## src/rtl/pwm_ramp_sequencer.sv

```systemverilog
// pwm_ramp_sequencer: APB2 write-only master that programs a PWM period once, then ramps on_limit.
// Latency: first setup phase one pclk after enable; update setups follow max(interval,1) cycles after each write.
// Backpressure: access phases stretch until pready; PWM_SEQ_TIMEOUT_EN bounds the stretch to TIMEOUT_CYCLES.
//
// Optional feature macro: PWM_SEQ_TIMEOUT_EN (access-phase timeout with sticky err).
//
// Ports:
//   pclk, preset_n            clock, asynchronous active-low reset
//   enable                    level-sensitive run request
//   period, max_level, step,  configuration, captured on the edge that leaves IDLE
//   interval
//   psel, penable, pwrite,    APB2 master outputs (registered); pstrb/pprot are constants
//   paddr, pwdata, pstrb,
//   pprot
//   pready, prdata            APB2 slave response; prdata is ignored (write-only master)
//   busy                      high whenever the FSM is not IDLE
//   level                     current on_limit value
//   err                       sticky transfer-timeout flag (tied low without the timeout feature)
module pwm_ramp_sequencer #(
  parameter int unsigned TIMEOUT_CYCLES = 16
) (
  input  logic        pclk,
  input  logic        preset_n,
  input  logic        enable,
  input  logic [31:0] period,
  input  logic [31:0] max_level,
  input  logic [31:0] step,
  input  logic [23:0] interval,
  output logic        psel,
  output logic        penable,
  output logic        pwrite,
  output logic [7:0]  paddr,
  output logic [31:0] pwdata,
  output logic [3:0]  pstrb,
  output logic [2:0]  pprot,
  input  logic        pready,
  input  logic [31:0] prdata,
  output logic        busy,
  output logic [31:0] level,
  output logic        err
);

  typedef enum logic [2:0] {
    IDLE        = 3'd0,
    INIT_SETUP  = 3'd1,
    INIT_ACCESS = 3'd2,
    UPD_SETUP   = 3'd3,
    UPD_ACCESS  = 3'd4,
    WAIT        = 3'd5,
    OFF_SETUP   = 3'd6,
    OFF_ACCESS  = 3'd7
  } state_t;

  localparam logic [7:0] ADDR_LIMIT = 8'h00;  // counter_limit register
  localparam logic [7:0] ADDR_ON    = 8'h04;  // on_limit register

  state_t      state;
  logic [31:0] max_q;
  logic [31:0] step_q;
  logic [23:0] wait_len_q;   // interval with 0 promoted to 1
  logic [23:0] wait_cnt;
  logic        dir_down;
  logic        stop_req;     // enable seen low during a transfer; honoured once it completes

  logic [32:0] up_sum;
  logic [31:0] next_level;
  logic        next_dir_down;

  assign pstrb = 4'hF;
  assign pprot = 3'b000;

  // Reads are never issued, so prdata is intentionally unused.
  logic unused_ok;
  assign unused_ok = ^{prdata, 32'(TIMEOUT_CYCLES)};

`ifdef PWM_SEQ_TIMEOUT_EN
  localparam logic [31:0] TMO_LAST = 32'(TIMEOUT_CYCLES - 1);
  logic        err_q;
  logic [31:0] tmo_cnt;      // access cycles already spent without pready
  assign err = err_q;
`else
  assign err = 1'b0;
`endif

  // Next ramp point. The up-step compares in 33 bits so a large step cannot wrap
  // past max_level; step=0 freezes both level and direction.
  always_comb begin
    up_sum        = {1'b0, level} + {1'b0, step_q};
    next_level    = level;
    next_dir_down = dir_down;
    if (step_q != 32'd0) begin
      if (!dir_down) begin
        if (up_sum >= {1'b0, max_q}) begin
          next_level    = max_q;
          next_dir_down = 1'b1;
        end else begin
          next_level = up_sum[31:0];
        end
      end else begin
        if (level <= step_q) begin
          next_level    = 32'd0;
          next_dir_down = 1'b0;
        end else begin
          next_level = level - step_q;
        end
      end
    end
  end

  always_ff @(posedge pclk or negedge preset_n) begin
    if (!preset_n) begin
      state      <= IDLE;
      psel       <= 1'b0;
      penable    <= 1'b0;
      pwrite     <= 1'b0;
      paddr      <= 8'h00;
      pwdata     <= 32'd0;
      busy       <= 1'b0;
      level      <= 32'd0;
      dir_down   <= 1'b0;
      wait_cnt   <= 24'd0;
      stop_req   <= 1'b0;
      max_q      <= 32'd0;
      step_q     <= 32'd0;
      wait_len_q <= 24'd1;
`ifdef PWM_SEQ_TIMEOUT_EN
      err_q      <= 1'b0;
      tmo_cnt    <= 32'd0;
`endif
    end else begin
      case (state)
        IDLE: begin
          if (enable) begin
            max_q      <= max_level;
            step_q     <= step;
            wait_len_q <= (interval == 24'd0) ? 24'd1 : interval;
            stop_req   <= 1'b0;
            state      <= INIT_SETUP;
            psel       <= 1'b1;
            penable    <= 1'b0;
            pwrite     <= 1'b1;
            paddr      <= ADDR_LIMIT;
            pwdata     <= period;    // pwdata itself holds the captured period
            busy       <= 1'b1;
          end
        end

        INIT_SETUP, UPD_SETUP, OFF_SETUP: begin
          penable <= 1'b1;
          if (!enable) stop_req <= 1'b1;
          if (state == INIT_SETUP)     state <= INIT_ACCESS;
          else if (state == UPD_SETUP) state <= UPD_ACCESS;
          else                         state <= OFF_ACCESS;
`ifdef PWM_SEQ_TIMEOUT_EN
          tmo_cnt <= 32'd0;
`endif
        end

        INIT_ACCESS, UPD_ACCESS, OFF_ACCESS: begin
          if (!enable) stop_req <= 1'b1;
          if (pready) begin
            if (state == OFF_ACCESS) begin
              state    <= IDLE;
              psel     <= 1'b0;
              penable  <= 1'b0;
              pwrite   <= 1'b0;
              paddr    <= 8'h00;
              pwdata   <= 32'd0;
              busy     <= 1'b0;
              level    <= 32'd0;
              dir_down <= 1'b0;
              stop_req <= 1'b0;
            end else if (stop_req || !enable) begin
              // Back-to-back into the off write; psel/pwrite stay high.
              state    <= OFF_SETUP;
              penable  <= 1'b0;
              paddr    <= ADDR_ON;
              pwdata   <= 32'd0;
              stop_req <= 1'b0;
            end else if (state == INIT_ACCESS) begin
              state    <= UPD_SETUP;
              penable  <= 1'b0;
              paddr    <= ADDR_ON;
              pwdata   <= 32'd0;
              level    <= 32'd0;
              dir_down <= 1'b0;
            end else begin
              state    <= WAIT;
              psel     <= 1'b0;
              penable  <= 1'b0;
              pwrite   <= 1'b0;
              paddr    <= 8'h00;
              pwdata   <= 32'd0;
              wait_cnt <= wait_len_q;
            end
          end
`ifdef PWM_SEQ_TIMEOUT_EN
          else if (tmo_cnt == TMO_LAST) begin
            // Abandon the transfer; it is not retried and err stays set until reset.
            state    <= IDLE;
            psel     <= 1'b0;
            penable  <= 1'b0;
            pwrite   <= 1'b0;
            paddr    <= 8'h00;
            pwdata   <= 32'd0;
            busy     <= 1'b0;
            stop_req <= 1'b0;
            err_q    <= 1'b1;
          end else begin
            tmo_cnt <= tmo_cnt + 32'd1;
          end
`endif
        end

        WAIT: begin
          if (!enable) begin
            state   <= OFF_SETUP;
            psel    <= 1'b1;
            penable <= 1'b0;
            pwrite  <= 1'b1;
            paddr   <= ADDR_ON;
            pwdata  <= 32'd0;
          end else if (wait_cnt <= 24'd1) begin
            state    <= UPD_SETUP;
            psel     <= 1'b1;
            penable  <= 1'b0;
            pwrite   <= 1'b1;
            paddr    <= ADDR_ON;
            pwdata   <= next_level;
            level    <= next_level;
            dir_down <= next_dir_down;
            wait_cnt <= 24'd0;
          end else begin
            wait_cnt <= wait_cnt - 24'd1;
          end
        end

        default: state <= IDLE;
      endcase
    end
  end

endmodule

```

## config.mk

```make
export PLATFORM = sky130hd
export DESIGN_NAME = pwm_ramp_sequencer
export DESIGN_NICKNAME = d
export VERILOG_FILES = /design/src/rtl/pwm_ramp_sequencer.sv
export SDC_FILE = /design/constraint.sdc
export NUM_CORES = 1
export LEC_CHECK = 0
export BUFFER_PORTS_ARGS = -buffer_cell sky130_fd_sc_hd__buf_4
export CORE_MARGIN = 1.5
export CORE_UTILIZATION = 59
export CTS_BUF_LIST = sky130_fd_sc_hd__clkbuf_8
export DETAILED_ROUTE_END_ITERATION = 8
export PLACE_DENSITY = 0.84
export SLEW_MARGIN = 20
export SYNTH_ARGS = -nofsm -noshare
export SYNTH_HDL_FRONTEND = slang
export SYNTH_SLANG_ARGS = --single-unit
```

## constraint.sdc

```tcl
create_clock -name pclk -period 7 [get_ports pclk]
set_clock_uncertainty 0.1 [all_clocks]
set_input_delay 0.35 -clock pclk [delete_from_list [all_inputs] [get_ports pclk]]
set_output_delay 0.35 -clock pclk [all_outputs]
set_load 0.02 [all_outputs]
```

==> summary.txt <==
Timing
  – Final setup viols: 0
  – Unrepaired setup endpoints after global routing: no
  – Final min period: 6580 ps
  – Fin. max-slew vios: 0
  – Setup TNS: 0 ps
  – Worst Tran Pin Value: 915.7 ps
  – Period utilisation layout: 94.00%
  – Worst slew margin: 38.80%
  – Final hold vios: 0
  – Max Clk Rate: 0.1520 GHz

Run
  – Max-Cap Viols: 0

Yosys
  – Synth unique cells: 81
  – FFs w/ async S/R, synth: 100.0%
  – Post-synthesis register bit count: 185
  – Mapped Area: 0.01365 sq mm
  – Yosys warning total: 0
  – Post-synth EDFFs: 0
  – Ys flop type: dfrtp_1
  – Cells after Synth: 1657
  – Seq/Total Area, Yosys: 33.92%
  – Largest area contributor in the netlist: dfrtp_1
  – Share of the synthesized area in the top cell type: 33.73%
  – Synth area leaders: dfrtp_1 (34%), ha_1 (9.0%), o21ai_0 (6.9%), a21oi_1 (5.1%), nand2_1 (4.5%)
  – Syn Area/Cell: 8.238 sq um

Routing
  – DRC errors left: 0
  – Antenna viol nets, final: 0
  – Wire per inst: 22.41 microns
  – Post-Route WL: 48.81 mm
  – First drt pass iteration count: 9
  – DR iter-0 viols: 1570
  – Vias: 14040
  – Vias per cell: 6.447

Clock network
  – CTS tree: yes
  – Skew-Pair Late Insertion Delay: 510 ps
  – Post_cts resized: 0
  – Max clock buf depth: 2
  – CTS Buf Count: 17
  – CTS clk-pin slew, worst paths: 120 ps
  – CTS sink count: 185
  – Root Buffer: clkbuf_8
  – Max H-tree Level: 4

Final layout
  – Fin util: 72.58%
  – N_diodes: 0
  – Commonest cells after routing, fill and taps aside: buf_4 (220), o21ai_0 (187), dfrtp_1 (184), nand2_1 (164), a21oi_1 (138)
  – Layout cell share with drive strength beyond 1: 16.38%
  – Nets: 2136
  – Commonest non-fill, non-tap cell in the layout: buf_4
  – Area Growth Syn to Fin: 20.39%

Placement
  – Number of port buffers: 192
  – Detail Placement HPWL: 35.23 mm
  – GPL Wtd Cong: 0.9921

Floorplan
  – Chip width: 155.1 microns
  – CORE AREA: 0.02264 sq mm
  – I/O Pins: 240
  – Die H: 155.1 microns
  – Num rows: 55
  – Die area: 0.02406 sq mm
  – Initial Utilization: 60.29%

Worst setup path
  – Setup CP Type: reg -> reg
  – Worst Reg-to-Reg Cells: 20
  – Worst EP arrival: 6850 ps
  – Delay-heaviest family, CP: compound AO/OA/AOI/OAI gates
  – CP peak stage delay: 600 ps
  – CP cell instances: ha_1 -> nor2b_1 -> o311a_1 -> or4b_1 -> a21boi_1 -> o21ai_1 -> a221o_1 -> a221oi_1 -> xor2_1 -> ha_1 -> nand4_1 -> o21ai_0 -> o221ai_1 -> nand3_1 -> a211o_1 -> a211o_2 -> buf_4 -> o21a_1 -> a221oi_1 -> o21ai_0
  – Worst Path Required: 7270 ps
  – Endpoint class of the critical path: flip-flop
  – WP depth: 20
  – Worst Path Buf+Inv: 1
  – Crit path launch type: flip-flop
  – Slowest CP cell: or4b_1
  – CP max FO: 29

Hold path
  – Hold Path Depth: 3
  – HP Class: in -> reg

GRT
  – First-pass GRT wire length: 75.47 mm
  – Total Routing Usage GR: 40.72%
  – Largest net degree at the start of global routing: 105
  – Total gr overflow: 0
  – Vias in the first global route: 13430
  – Initial antenna violation count: 0

Outcome
  – Status: completed
==> area by class of cell <==
type                    count  area, sq um
clock buffers              17        234.0
clock inverters            15        187.7
fillers                  1727         6207
inverters                 105        394.1
multi-input cells        1269         8153
flip-flops and latches    185         4631
well taps                 285        356.6
repair buffers            302         2477
==> cells by family after synthesis <==
| kind of cell | count (synthesis) | synth area share (%) |
|---|---|---|
| flops | 185 | 33.92 |
| compound gates | 577 | 26.87 |
| fa+ha+maj | 100 | 9.276 |
| xor+xnor | 54 | 3.465 |
| buf+inv | 216 | 6.902 |
| other cells | 2 | 0.05502 |
| mux | 37 | 2.970 |
| simple gates | 486 | 16.54 |
==> sequential cells by signal, summed over array words and instances, names as in the netlist <==
name,flops
max_q,32
pwrite,1
step_q,32
dir_down,1
busy,1
wait_len_q,24
penable,1
level,32
state,3
wait_cnt,24
pwdata,32
paddr,1
stop_req,1
==> layer usage <==
layer | part of all wire [%] | track usage (%) | vias to the layer above
li1 | - | - | 6398
met1 | 39 | 52.43 | 6694
met2 | 47 | 67.22 | 813
met3 | 8.1 | 5.348 | 136
met4 | 5.6 | 21.25 | 0
met5 | 0 | 0 | -
==> tightest hold or removal path, stage by stage <==
cell and delay [ps]:
buf_4 80, nand2_1 60, o21ai_0 80
==> cells in the mapped netlist, drive strengths merged (20+ instances only) <==
cell type,instances
nand2,165
inv,104
clkbuf,60
dfrtp,184
nand3,31
o21ai,191
xnor2,45
nor4,21
ha,98
buf,51
nor3,31
nand4,20
mux2,28
nor2,133
a21oi,139
a211oi,20
==> repair_timing <==
action	CTS	global route
buffers inserted	0	0
endpoints found under the setup margin	0	0
hold buffers	79	1
endpoints found under the hold margin	182	1
==> through the flow <==
step | cells | cell area [sq um] | worst slack [ps] | hold WS, ps
4_1_cts | 2177 | 16420 | 551.2 | 0.6353
2_1_floorplan | 1670 | 13700 | 1682 | -45.59
5_1_grt | 2178 | 16430 | 219.4 | 3.691
3_5_place_dp | 2066 | 15210 | 599.4 | 376.6
6_report | 2178 | 16430 | 420.2 | 2.457
3_3_place_gp | 2066 | 15210 | 713.5 | 367.3
==> final timing paths <==
path                                   startpoint                      to  slack (ps)
max                          level[1]$_DFFE_PN0P_   level[20]$_DFFE_PN0P_         420
min                                       step[1]   step_q[1]$_DFFE_PN0P_           2
max reg2reg                  level[1]$_DFFE_PN0P_   level[20]$_DFFE_PN0P_         420
min reg2reg                pwdata[24]$_DFFE_PN0P_  pwdata[24]$_DFFE_PN0P_         400
max in group asynchronous                preset_n  step_q[18]$_DFFE_PN0P_        5040
min in group asynchronous                preset_n    max_q[7]$_DFFE_PN0P_         400
Power is not shown: default switching activity piles up to over one toggle a cycle in this logic, so the estimate is an artifact.
